--- src/rtl/vend_pkg.sv ---
// vend_pkg: shared definitions for the vend controller.
// The controller state encoding, coin values and a strobe-count helper live here.
// The refund/change path is built only when VEND_CHANGE_EN is defined. The enum
// always contains CHANGE so that both builds share one encoding.
package vend_pkg;

   // Controller states
   typedef enum logic [1:0] {
      COLLECT = 2'd0,
      VEND    = 2'd1,
      CHANGE  = 2'd2
   } state_e;

   // Width of a single coin value. The largest coin is 25 cents.
   localparam int COIN_W = 5;

   // Coin values in cents
   localparam logic [COIN_W-1:0] NICKEL_C  = 5'd5;
   localparam logic [COIN_W-1:0] DIME_C    = 5'd10;
   localparam logic [COIN_W-1:0] QUARTER_C = 5'd25;

   // Number of coin strobes high in the same cycle (0..3)
   function automatic logic [1:0] strobe_count(input logic n, input logic d, input logic q);
      return {1'b0, n} + {1'b0, d} + {1'b0, q};
   endfunction

endpackage

--- src/rtl/coin_decode.sv ---
// coin_decode: combinational coin strobe decoder.
// It maps {nickel, dime, quarter} to the value of a single legal coin.
// any_coin is set when any strobe is high.
// illegal is set when more than one strobe is high (multi-hot).
module coin_decode
   import vend_pkg::*;
(
   input  logic              nickel,
   input  logic              dime,
   input  logic              quarter,
   output logic [COIN_W-1:0] value,
   output logic              any_coin,
   output logic              illegal
);

   logic [1:0] count;

   assign count    = strobe_count(nickel, dime, quarter);
   assign any_coin = (count != 2'd0);
   assign illegal  = (count > 2'd1);

   // Value of a single coin; zero when no strobe or several strobes are high
   always_comb begin
      value = '0;
      case ({nickel, dime, quarter})
         3'b100:  value = NICKEL_C;
         3'b010:  value = DIME_C;
         3'b001:  value = QUARTER_C;
         default: value = '0;
      endcase
   end

endmodule

--- src/rtl/vend_change_ctrl.sv ---
// vend_change_ctrl: parametrised coin-operated vend controller.
// It collects nickel/dime/quarter credit up to PRICE and pulses valid for one
// cycle on purchase. It then returns any overpayment as nickel pulses.
// Illegal coin strobes are refused with a one-cycle reject pulse.
// Build option VEND_CHANGE_EN enables the CHANGE state, the change return and
// cancel/refund. When it is undefined, the excess is forfeited, cancel is
// ignored and change_nickel is tied low.
module vend_change_ctrl
   import vend_pkg::*;
#(
   parameter int PRICE = 100,
   parameter int CW    = $clog2(PRICE + 25)
) (
   input  logic          clk,
   input  logic          reset_n,
   input  logic          nickel,
   input  logic          dime,
   input  logic          quarter,
   input  logic          cancel,
   output logic          valid,
   output logic [CW-1:0] credit,
   output logic          change_nickel,
   output logic          reject,
   output logic          busy
);

   localparam logic [CW-1:0] PRICE_C     = CW'(PRICE);
   localparam logic [CW-1:0] NICKEL_CW_C = CW'(NICKEL_C);

   state_e          state_q, state_d;
   logic [CW-1:0]   credit_q, credit_d;
   logic            valid_q, busy_q, reject_q;
   logic            reject_d;

   logic [COIN_W-1:0] coin_value;
   logic              any_coin;
   logic              illegal;
   logic [CW-1:0]     coin_ext;
   logic [CW-1:0]     sum;
   logic              cancel_eff;

   coin_decode u_coin_decode (
      .nickel   (nickel),
      .dime     (dime),
      .quarter  (quarter),
      .value    (coin_value),
      .any_coin (any_coin),
      .illegal  (illegal)
   );

   assign coin_ext = CW'(coin_value);
   // Credit never exceeds PRICE-5 in COLLECT, so adding a quarter still fits in CW bits
   assign sum      = credit_q + coin_ext;

`ifdef VEND_CHANGE_EN
   logic          change_nickel_q;
   logic [CW-1:0] excess;

   assign cancel_eff    = cancel;
   assign excess        = credit_q - PRICE_C;
   assign change_nickel = change_nickel_q;
`else
   logic unused_cancel;

   assign unused_cancel = cancel;
   assign cancel_eff    = 1'b0;
   assign change_nickel = 1'b0;
`endif

   // Next-state, next-credit and reject decision for the current sample
   always_comb begin
      state_d  = state_q;
      credit_d = credit_q;
      reject_d = 1'b0;
      case (state_q)
         COLLECT: begin
            if (cancel_eff) begin
               // Cancel has priority over any coin sampled with it.
               // A zero-credit cancel does nothing.
               reject_d = any_coin;
               if (credit_q != '0) begin
                  state_d = CHANGE;
               end
            end else if (illegal) begin
               reject_d = 1'b1;
            end else if (any_coin) begin
               credit_d = sum;
               if (sum >= PRICE_C) begin
                  state_d = VEND;
               end
            end
         end
         VEND: begin
            reject_d = any_coin;
`ifdef VEND_CHANGE_EN
            if (excess == '0) begin
               state_d  = COLLECT;
               credit_d = '0;
            end else begin
               state_d  = CHANGE;
               credit_d = excess;
            end
`else
            state_d  = COLLECT;
            credit_d = '0;
`endif
         end
`ifdef VEND_CHANGE_EN
         CHANGE: begin
            reject_d = any_coin;
            // The nickel presented in the last change cycle empties the credit
            if (credit_q <= NICKEL_CW_C) begin
               state_d  = COLLECT;
               credit_d = '0;
            end else begin
               credit_d = credit_q - NICKEL_CW_C;
            end
         end
`endif
         default: begin
            state_d  = COLLECT;
            credit_d = '0;
         end
      endcase
   end

   // State, credit and registered outputs (outputs follow the state being entered)
   always_ff @(posedge clk or negedge reset_n) begin
      if (!reset_n) begin
         state_q         <= COLLECT;
         credit_q        <= '0;
         valid_q         <= 1'b0;
         busy_q          <= 1'b0;
         reject_q        <= 1'b0;
`ifdef VEND_CHANGE_EN
         change_nickel_q <= 1'b0;
`endif
      end else begin
         state_q         <= state_d;
         credit_q        <= credit_d;
         valid_q         <= (state_d == VEND);
         busy_q          <= (state_d != COLLECT);
         reject_q        <= reject_d;
`ifdef VEND_CHANGE_EN
         change_nickel_q <= (state_d == CHANGE);
`endif
      end
   end

   assign valid  = valid_q;
   assign busy   = busy_q;
   assign reject = reject_q;
   assign credit = credit_q;

endmodule

--- config.mk ---
export PLATFORM = sky130hd
export DESIGN_NAME = vend_change_ctrl
export DESIGN_NICKNAME = d
export VERILOG_FILES = /design/src/rtl/vend_pkg.sv /design/src/rtl/coin_decode.sv /design/src/rtl/vend_change_ctrl.sv
export SDC_FILE = /design/constraint.sdc
export NUM_CORES = 1
export LEC_CHECK = 0
export CORE_ASPECT_RATIO = 1.25
export CORE_MARGIN = 2
export CORE_UTILIZATION = 25
export CTS_CLUSTER_SIZE = 25
export DETAILED_ROUTE_END_ITERATION = 10
export PLACE_DENSITY_LB_ADDON = 0.2
export REMOVE_ABC_BUFFERS = 1
export SLEW_MARGIN = 30
export SYNTH_ARGS = -nofsm -noshare
export SYNTH_HDL_FRONTEND = slang
export SYNTH_SLANG_ARGS = --single-unit
--- constraint.sdc ---
create_clock -name clk -period 3.3 [get_ports clk]
set_clock_uncertainty 0.05 [all_clocks]
set_input_delay 0.495 -clock clk [delete_from_list [all_inputs] [get_ports clk]]
set_output_delay 0.495 -clock clk [all_outputs]
set_load 0.05 [all_outputs]
======== Yosys cells after proc, flatten, opt, wreduce, memory -nomap -nowiden ========
Index checks and enable logic that the tools add are counted.
storage, ports and cells
  bits in registers ....................... 12
  bits in read-only memories .............. 0
  word-level logic and storage cells ...... 31
  memories ................................ 0
  bits in latches ......................... 0
  bits in writable memories ............... 0
  output and inout port bits .............. 11
  input port bits ......................... 6
cells by class
  magnitude comparators ................... 2
  mux-type cells .......................... 10
  reduce and logical (&&, ||, !) cells .... 4
  bitwise logic cells ..................... 0
  multipliers ............................. 0
  shift operators ......................... 0
  eq/ne operators ......................... 7
  $add $sub $neg .......................... 3
  div/mod/pow operators ................... 0
operator list
  cell                                                number
  2-to-1 mux 7 bit                                    3
  one-hot mux 5 bit (3 select lines)                  1
  2-to-1 mux 2 bit                                    4
  adder 7 x 5 -> 7 bit                                1
  >= comparator 7 bit, second input constant          1
  == test 2 x 1 -> 1 bit, second input constant       2
  inequality test 2 bit, second input constant        2
  nonzero test 2 bit                                  2
  == test 3 x 1 -> 1 bit, second input constant       1
  == test 3 x 2 -> 1 bit, second input constant       1
  == test 3 bit, second input constant                1
  adder 1 x 1 -> 2 bit                                1
  adder 2 x 1 -> 2 bit                                1
  > comparator 2 x 1 -> 1 bit, second input constant  1
  zero test 2 bit                                     1
  one-hot mux 1 bit (2 select lines)                  1
  AND reduction 2 bit                                 1
  2-to-1 mux 1 bit                                    1

======== Logic depth before layout (Yosys ltp) ========
Gate-level depths: netlist (run 1).
  depth in word-level cells ............... 9
  depth in mapped cells ................... 10
  mapped depth without buffers ............ 10

======== Modules after synthesis ========
Synthesis (run 1) repeated with hierarchy kept, for this count alone.
unflattened totals
  cell total of the unflattened synthesis .. 89
  area, all modules ....................... 819.5 sq um
by module, submodules not included
  module            cells an instance  area an instance (sq um)  instances
  vend_change_ctrl  79                 748.2                     1
  coin_decode       10                 71.3                      1

======== Worst setup path before layout (run 1) ========
No wires, ideal clock.
  kind .................................... in2reg
  start point ............................. input port dime
  end point ............................... register busy_q (netlist: busy)
  path buffers ............................ 0
  setup slack ............................. 862 ps
  cell stages on the path ................. 10
  arrival time ............................ 2302 ps
  cell sequence ........................... nor3b_1 > or2_2 > ha_1 > inv_1 > fa_1 > nand2b_1 > a211oi_2 > o21ai_1 > xor2_1 > nor3_1
between the ends
  longest elaborated chain between the ends .. 9
  elaborated cells between the ends (all ways) .. 15
  classes of those cells .................. 3 x add/sub; 2 x order compare; 3 x eq/ne; 5 x mux; 2 x reduce/logical
ends and longest elaborated chain
  item                                                  line                     text
  start, declared                                       vend_change_ctrl.sv:17   input logic dime,
  == test 3 x 1 -> 1 bit, or another cell as far along  coin_decode.sv:25        case ({nickel, dime, quarter})
  one-hot mux 5 bit (3 select lines)                    coin_decode.sv:25
  adder 7 x 5 -> 7 bit                                  vend_change_ctrl.sv:53   assign sum = credit_q + coin_ext;
  >= comparator 7 bit                                   vend_change_ctrl.sv:88   if (sum >= PRICE_C) begin
  2-to-1 mux 2 bit                                      vend_change_ctrl.sv:88
  2-to-1 mux 2 bit                                      vend_change_ctrl.sv:86   end else if (any_coin) begin
  2-to-1 mux 2 bit *                                    vend_change_ctrl.sv:84   end else if (illegal) begin
  2-to-1 mux 2 bit *                                    vend_change_ctrl.sv:75   case (state_q)
  nonzero test 2 bit *                                  vend_change_ctrl.sv:142  busy_q <= (state_d != COLLECT);
  end signal, assigned                                  vend_change_ctrl.sv:142
  end, declared                                         vend_change_ctrl.sv:32   logic valid_q, busy_q, reject_q;
Mark *: on every way between the ends. The rest lies on a longest branch, timed or not.
A chain may end at the register's enable or synchronous reset.

======== Worst setup path in the final report (run 1) ========
  start point ............................. input port nickel
  end point ............................... register valid_q (netlist: valid)
between the ends
  longest elaborated chain between the ends .. 9
  elaborated cells between the ends (all ways) .. 15
  classes of those cells .................. 3 x add/sub; 2 x order compare; 4 x eq/ne; 5 x mux; 1 x reduce/logical
ends and longest elaborated chain
  item                                                  line                     text
  start, declared                                       vend_change_ctrl.sv:16   input logic nickel,
  == test 3 x 1 -> 1 bit, or another cell as far along  coin_decode.sv:25
  one-hot mux 5 bit (3 select lines)                    coin_decode.sv:25
  adder 7 x 5 -> 7 bit                                  vend_change_ctrl.sv:53
  >= comparator 7 bit                                   vend_change_ctrl.sv:88
  2-to-1 mux 2 bit                                      vend_change_ctrl.sv:88
  2-to-1 mux 2 bit                                      vend_change_ctrl.sv:86
  2-to-1 mux 2 bit *                                    vend_change_ctrl.sv:84
  2-to-1 mux 2 bit *                                    vend_change_ctrl.sv:75
  == test 2 x 1 -> 1 bit *                              vend_change_ctrl.sv:141  valid_q <= (state_d == VEND);
  end signal, assigned                                  vend_change_ctrl.sv:141
  end, declared                                         vend_change_ctrl.sv:32
Marked as above.

==> results of run 1 <==
## flip-flops by register name (all words and copies together), names as in the netlist
name and cells:
reject 1, state_q 2, busy 1, credit 7, valid 1
## stage by stage
stage / cell area [um^2] / setup slack (ns)
final: 998 / 0.482
after global routing: 998 / 0.217
after CTS: 998 / 0.475
after detailed placement: 962 / 0.197
after global placement: 962 / 0.161
after floorplan: 747 / 0.862
## cells by family (layout without fill, tap and decap cells)
family,after synthesis,count (layout),share of synthesized area
AOI/OAI and AO/OA,13,13,0.135
xor gates and xnor gates,6,6,0.0692
adders and majority gates,7,7,0.135
buffers and inverters,7,26,0.0412
DFF,12,12,0.395
muxes,4,4,0.0527
other,1,2,0.00494
and+or+nand+nor,26,26,0.166
## worst reg2reg max path, delay by kind of cell, from the launching register on
| family | cells | cell delay (ns) |
|---|---|---|
| AO/OA/AOI/OAI | 2 | 0.48 |
| AND/OR/NAND/NOR | 2 | 0.26 |
| XOR/XNOR | 1 | 0.11 |
| adder cells (fa/ha/maj) | 2 | 0.55 |
| buffers and inverters | 1 | 0.06 |
| flip-flops | 1 | 0.38 |
## path summary, 6_finish.rpt
kind,start,to,cells after the start
setup / recovery,nickel,valid,11
hold / removal,state_q[1],reject,1
setup reg to reg,credit[0],valid,8
hold reg to reg,state_q[1],reject,1
max in group asynchronous,reset_n,state_q[0],1
min in group asynchronous,reset_n,credit[1],1
## cell usage in the layout, fill, tap and decap left out
cell / synthesis / routed
a211oi_1: 1 / 1
a211oi_2: 2 / 2
a21oi_1: 3 / 3
a21oi_2: 1 / 1
buf_4: 1 / 4
clkbuf_4: 0 / 3
clkbuf_8: 0 / 1
clkdlybuf4s50_1: 0 / 14
conb_1: 1 / 2
dfrtp_1: 12 / 12
fa_1: 2 / 2
ha_1: 5 / 5
inv_1: 4 / 4
mux2i_1: 4 / 4
nand2_1: 1 / 1
nand2b_1: 2 / 2
nor2_1: 13 / 13
nor2b_1: 1 / 1
nor3_1: 3 / 3
nor3b_1: 2 / 2
o211ai_1: 1 / 1
o21ai_0: 1 / 1
o21ai_1: 2 / 2
o21bai_2: 1 / 1
o31ai_2: 1 / 1
or2_2: 3 / 3
or3_1: 1 / 1
xnor2_1: 2 / 2
xor2_1: 4 / 4
## where the power goes
| group | total [mW] | switching (mW) | internal [mW] |
|---|---|---|---|
| logic | 0.0904 | 0.0552 | 0.0353 |
| clock network | 0.121 | 0.0543 | 0.0672 |
| registers | 0.156 | 0.00418 | 0.152 |
| total | 0.368 | 0.114 | 0.255 |
## layout make-up
type / count / area, um^2
Multi-Input combinational cell: 58 / 432
Timing Repair Buffer: 18 / 170
Sequential cell: 12 / 300
Tap cell: 36 / 45.0
Inverter: 4 / 15.0
Clock buffer: 4 / 36.3
Fill cell: 319 / 1920
## cell usage after synthesis, drive strengths merged
library cell,number
o21ai,3
mux2i,4
conb,1
o211ai,1
inv,4
a21oi,4
o21bai,1
or3,1
or2,3
ha,5
buf,2
xor2,4
a211oi,3
nor3b,2
o31ai,1
nand2,1
dfrtp,12
clkbuf,1
xnor2,2
nand2b,2
nor2,13
fa,2
nor2b,1
nor3,3
## routing by layer
layer  track usage  share of wire  up-vias
li1              -              -      292
met1         0.121           0.46      276
met2         0.153           0.46       13
met3        0.0159          0.042        5
met4        0.0865          0.040        0
met5             0              0        -
==> run summary, run 1 <==
Core Box Area = 2920 um^2
Fin. Hold Viols = 0
num rows = 22
HPWL Detailed = 1140 um
post-synthesis sequential area ratio = 0.395
crit path kind = input pin to flip-flop
most area-consuming cells after synthesis = dfrtp_1 40%, ha_1 8.2%, nor2_1 6.4%
Via Count = 586
Initial Util = 0.260
CTS tree = built
Avg Inst Size Synth = 9.99 um^2
crit path DAT = 2.93 ns
first-pass GRT wire length = 2460 um
post-CTS sizing = 0
Final Util = 0.342
Setup TNS = 0 ns
placed cell count = 128
DIE WIDTH = 53.3 um
drt first-iter violations = 5
I/O Buffers = 14
post-synth cell types = 28
hold_buf cts = 0
CTS Buf Count = 3
element type at the critical path start = input pin
worst min-delay path class = flip-flop to flip-flop
post-CTS setup buffers = 0
synthesized flop and latch total = 12
Slew Viols, Final = 0
CP delay by family, top = simple AND/OR/NAND/NOR gates
largest net degree at the start of global routing = 13
die area = 3500 um^2
vias per cell = 4.44
leak pwr = 0.433 nW
share of layout cells above drive strength 1 = 0.167
FF-to-FF setup slack = 1.27 ns
total wire length = 1510 um
overall power = 0.368 mW
Remaining DRCs = 0
post-synth top area cell = dfrtp_1
Max Fclk = 355 MHz
Clock transition at path regs = 0.07 ns
final setup fails = 0
Slew headroom = 0.628
Nets = 110
maximum fanout along the worst path = 4
status = complete, no violations
post-synth top area share = 0.395
Min Hold Slack = 0.367 ns
worst endpoint required time = 3.41 ns
Bufs on Longest Clock Path = 2
n_diodes = 0
CP cell instances = clkdlybuf4s50_1, nor3b_1, or2_2, ha_1, inv_1, fa_1, nand2b_1, a21oi_1, xnor2_1, o31ai_2, nor3_1
Root Buffer = clkbuf_4
RSZ-0062 raised after global routing = false
routability congestion estimate from global placement = 0.699
total congestion overflow = 0
CP endpoint kind = flip-flop
antenna viol nets, final = 0
Worst VDD drop = 137 uV
drt first pass iters = 2
WP buf/inv = 2
slowest stage delay, CP = 0.55 ns
Routed WL per cell = 11.5 um
Synth-to-Final Area Change = 31.5%
GRT Overall Usage = 0.101
highest-delay cell along the critical path = clkdlybuf4s50_1
Gate Count Post-Synth = 76
fin crit period = 2.82 ns
pwr/cell area = 369 nW/um^2
Synth warnings = 0
vias in the first global route = 577
Post-Syn Area = 759 um^2
Finished Layout Cells = 132
Worst-Skew Late Latency = 0.28 ns
H-tree depth = 1
Least-Margin Pin Slew = 0.557 ns
num ports = 17
initial antenna violation count = 0
period utilisation layout = 0.854
Die Ht = 65.6 um
# Max-Cap Violations = 0
CTS Sinks = 12
No activity file was read; power rests on OpenSTA's default activity.
==> run 2: changes to the inputs <==
--- a/config.mk
+++ b/config.mk
@@ -16,3 +16,4 @@
 export SYNTH_ARGS = -nofsm -noshare
 export SYNTH_HDL_FRONTEND = slang
 export SYNTH_SLANG_ARGS = --single-unit
+export TNS_END_PERCENT = 100
==> results of run 2 <==
Same layout as run 1: the final DEF is identical, and so are final timing and power.
==> run 3: changes to the inputs <==
--- a/config.mk
+++ b/config.mk
@@ -5,11 +5,13 @@
 export SDC_FILE = /design/constraint.sdc
 export NUM_CORES = 1
 export LEC_CHECK = 0
+export ABC_AREA = 1
 export CORE_ASPECT_RATIO = 1.25
 export CORE_MARGIN = 2
-export CORE_UTILIZATION = 25
+export CORE_UTILIZATION = 45
 export CTS_CLUSTER_SIZE = 25
 export DETAILED_ROUTE_END_ITERATION = 10
+export DONT_BUFFER_PORTS = 1
 export PLACE_DENSITY_LB_ADDON = 0.2
 export REMOVE_ABC_BUFFERS = 1
 export SLEW_MARGIN = 30
==> run 3 against run 2 <==
Combinational power is 47% lower. Design area is 13% lower. Largest cell class unchanged. Sequential power is 8% higher. Synthesized cell count is 34% higher. Utilization is 16 points higher. Clock power is 26% lower. Synthesized area is 7.4% higher. Final cell count is 5.3% lower. Critical endpoint is now state_q[0]. Highest routed layer unchanged. Critical path type is now flip-flop to flip-flop.
==> run summary, run 3 <==
DIE WIDTH = 42.1 um (was 53.3 um)
GRT Overall Usage = 0.159 (was 0.101)
worst endpoint required time = 3.41 ns (about the same)
Worst Setup Slack, final = 1.15 ns (was 0.482 ns)
Top FF cell, synth = dfrtp_1 (unchanged)
Slew Viols, Final = 0 (unchanged)
Setup TNS = 0 ns (unchanged)
synthesized flop and latch total = 12 (unchanged)
Least-Margin Pin Slew = 0.558 ns (was 0.557 ns)
overall power = 0.306 mW (was 0.368 mW)
n_diodes = 0 (unchanged)
CP delay by family, top = flip-flops (was simple AND/OR/NAND/NOR gates)
# Max-Cap Violations = 0 (unchanged)
Post-synth EDFFs = 0 (unchanged)
fin crit period = 2.15 ns (was 2.82 ns)
RSZ-0062 raised after global routing = false (unchanged)
CP endpoint kind = flip-flop (unchanged)
total congestion overflow = 0 (unchanged)
first-pass GRT wire length = 2560 um (was 2460 um)
Max Fclk = 465 MHz (was 355 MHz)
post-synth top area cell = dfrtp_1 (unchanged)
most area-consuming cells after synthesis = dfrtp_1 37%, nand2_1 12%, inv_1 8.3% (was dfrtp_1 40%, ha_1 8.2%, nor2_1 6.4%)
Remaining DRCs = 0 (unchanged)
post-CTS sizing = 0 (unchanged)
I/O Buffers = 0 (was 14)
WP buf/inv = 2 (unchanged)
pwr/cell area = 352 nW/um^2 (was 369 nW/um^2)
vias in the first global route = 608 (was 577)
largest net degree at the start of global routing = 13 (unchanged)
routability congestion estimate from global placement = 0.806 (was 0.699)
DP Worst Slack = 0.931 ns (was 0.197 ns)
max reg flops = 7 (unchanged)
Worst VDD drop = 260 uV (was 137 uV)
Worst-Skew Late Latency = 0.27 ns (was 0.28 ns)
num ports = 17 (unchanged)
antenna viol nets, final = 0 (unchanged)
Worst path most repeated cell = nand2_2
most frequent cell after synthesis = nand2_1 (was nor2_1)
crit path DAT = 2.26 ns (was 2.93 ns)
Slew headroom = 0.628 (about the same)
leak pwr = 0.486 nW (was 0.433 nW)
Routed met2 length = 700 um (was 699 um)
ys async rst share = 1.00 (unchanged)
initial antenna violation count = 0 (unchanged)
status = complete, no violations (unchanged)
Min Hold Slack = 0.357 ns (was 0.367 ns)
HPWL Detailed = 1170 um (was 1140 um)
met3 routed WL = 82 um (was 64 um)
CTS Sinks = 12 (unchanged)
Gate Count Post-Synth = 102 (was 76)
drt first pass iters = 3 (was 2)
Via Count = 601 (was 586)
hold_buf cts = 1 (was 0)
highest-delay cell along the critical path = dfrtp_1 (was clkdlybuf4s50_1)
Routed WL per cell = 11.2 um (was 11.5 um)
total wire length = 1400 um (was 1510 um)
Avg Inst Size Synth = 8.00 um^2 (was 9.99 um^2)
Finished Layout Cells = 125 (was 132)
Root Buffer = clkbuf_4 (unchanged)
Final Util = 0.498 (was 0.342)
Die Ht = 51.6 um (was 65.6 um)
CTS Buf Count = 3 (unchanged)
Initial Util = 0.468 (was 0.260)
Nets = 121 (was 110)
H-tree depth = 1 (unchanged)
period utilisation layout = 0.651 (was 0.854)
post-CTS setup buffers = 0 (unchanged)
Synth warnings = 0 (unchanged)
worst min-delay path class = flip-flop to flip-flop (unchanged)
drt first-iter violations = 6 (was 5)
num rows = 17 (was 22)
Met1 Wirelength = 616 um (was 689 um)
post-synthesis sequential area ratio = 0.368 (was 0.395)
post-synth top area share = 0.368 (was 0.395)
Post-Syn Area = 816 um^2 (was 759 um^2)
element type at the critical path start = flip-flop (was input pin)
placed cell count = 121 (was 128)
maximum fanout along the worst path = 3 (was 4)
Fin. Hold Viols = 0 (unchanged)
most frequent cells in the layout = 25 x nand2_1, 18 x inv_1, 12 x dfrtp_1 (was 14 x clkdlybuf4s50_1, 13 x nor2_1, 12 x dfrtp_1)
final setup fails = 0 (unchanged)
Synth-to-Final Area Change = 6.44% (was 31.5%)
Bufs on Longest Clock Path = 2 (unchanged)
crit path kind = flip-flop to flip-flop (was input pin to flip-flop)
FF-to-FF setup slack = 1.15 ns (was 1.27 ns)
die area = 2170 um^2 (was 3500 um^2)
slowest stage delay, CP = 0.67 ns (was 0.55 ns)
CTS tree = built (unchanged)
Area after DPL = 836 um^2 (was 962 um^2)
CP cell instances = ha_1, inv_1, fa_1, inv_1, nand2_2, nand2_1, nand2_1, nand2_2, nand3_2, nand2_2, nor2_1 (was clkdlybuf4s50_1, nor3b_1, or2_2, ha_1, inv_1, fa_1, nand2b_1, a21oi_1, xnor2_1, o31ai_2, nor3_1)
Clock transition at path regs = 0.08 ns (was 0.07 ns)
post-synth cell types = 23 (was 28)
commonest non-fill, non-tap cell in the layout = nand2_1 (was clkdlybuf4s50_1)
top cells by count, synth = 25 x nand2_1, 18 x inv_1, 12 x dfrtp_1 (was 13 x nor2_1, 12 x dfrtp_1, 5 x ha_1)
vias per cell = 4.81 (was 4.44)
Core Box Area = 1740 um^2 (was 2920 um^2)
share of layout cells above drive strength 1 = 0.198 (was 0.167)
Final Cell Area = 868 um^2 (was 998 um^2)
top routing layer in use = met4 (unchanged)
run 3: path summary, 6_finish.rpt:
check	start	to	cells past startpoint
setup / recovery	credit[0]	state_q[0]	11
hold / removal	state_q[1]	reject	1
hold reg to reg	state_q[1]	reject	1
setup reg to reg	credit[0]	state_q[0]	11
min in group asynchronous	reset_n	reject	1
max in group asynchronous	reset_n	state_q[0]	1
run 3: kinds of logic after synthesis:
logic type / Yosys count / share of synthesized area
other: 1 / 0.00460
adders and majority gates: 7 / 0.126
buffers and inverters: 22 / 0.107
AOI/OAI and AO/OA: 8 / 0.0552
xor gates and xnor gates: 1 / 0.0107
and+or+nand+nor: 51 / 0.328
DFF: 12 / 0.368
run 3: layout make-up:
| cell class | instances | area [um^2] |
|---|---|---|
| flip-flops and latches | 12 | 300 |
| multi-input cells | 69 | 432 |
| repair buffers | 1 | 10.0 |
| well taps | 19 | 23.8 |
| inverters | 21 | 80.1 |
| clock buffers | 3 | 22.5 |
| fillers | 184 | 876 |
run 3: routing by layer:
| layer | vias up | global-route usage |
|---|---|---|
| met4 | 0 | 0.0521 |
| met5 | - | 0 |
| met3 | 2 | 0.0556 |
| met2 | 15 | 0.273 |
| met1 | 263 | 0.184 |
| li1 | 321 | - |
run 3: where the power goes:
group | total, mW | internal [mW] | switching (mW)
clock network | 0.0891 | 0.0422 | 0.0469
logic | 0.0478 | 0.0165 | 0.0313
registers | 0.169 | 0.151 | 0.0175
total | 0.306 | 0.210 | 0.0957
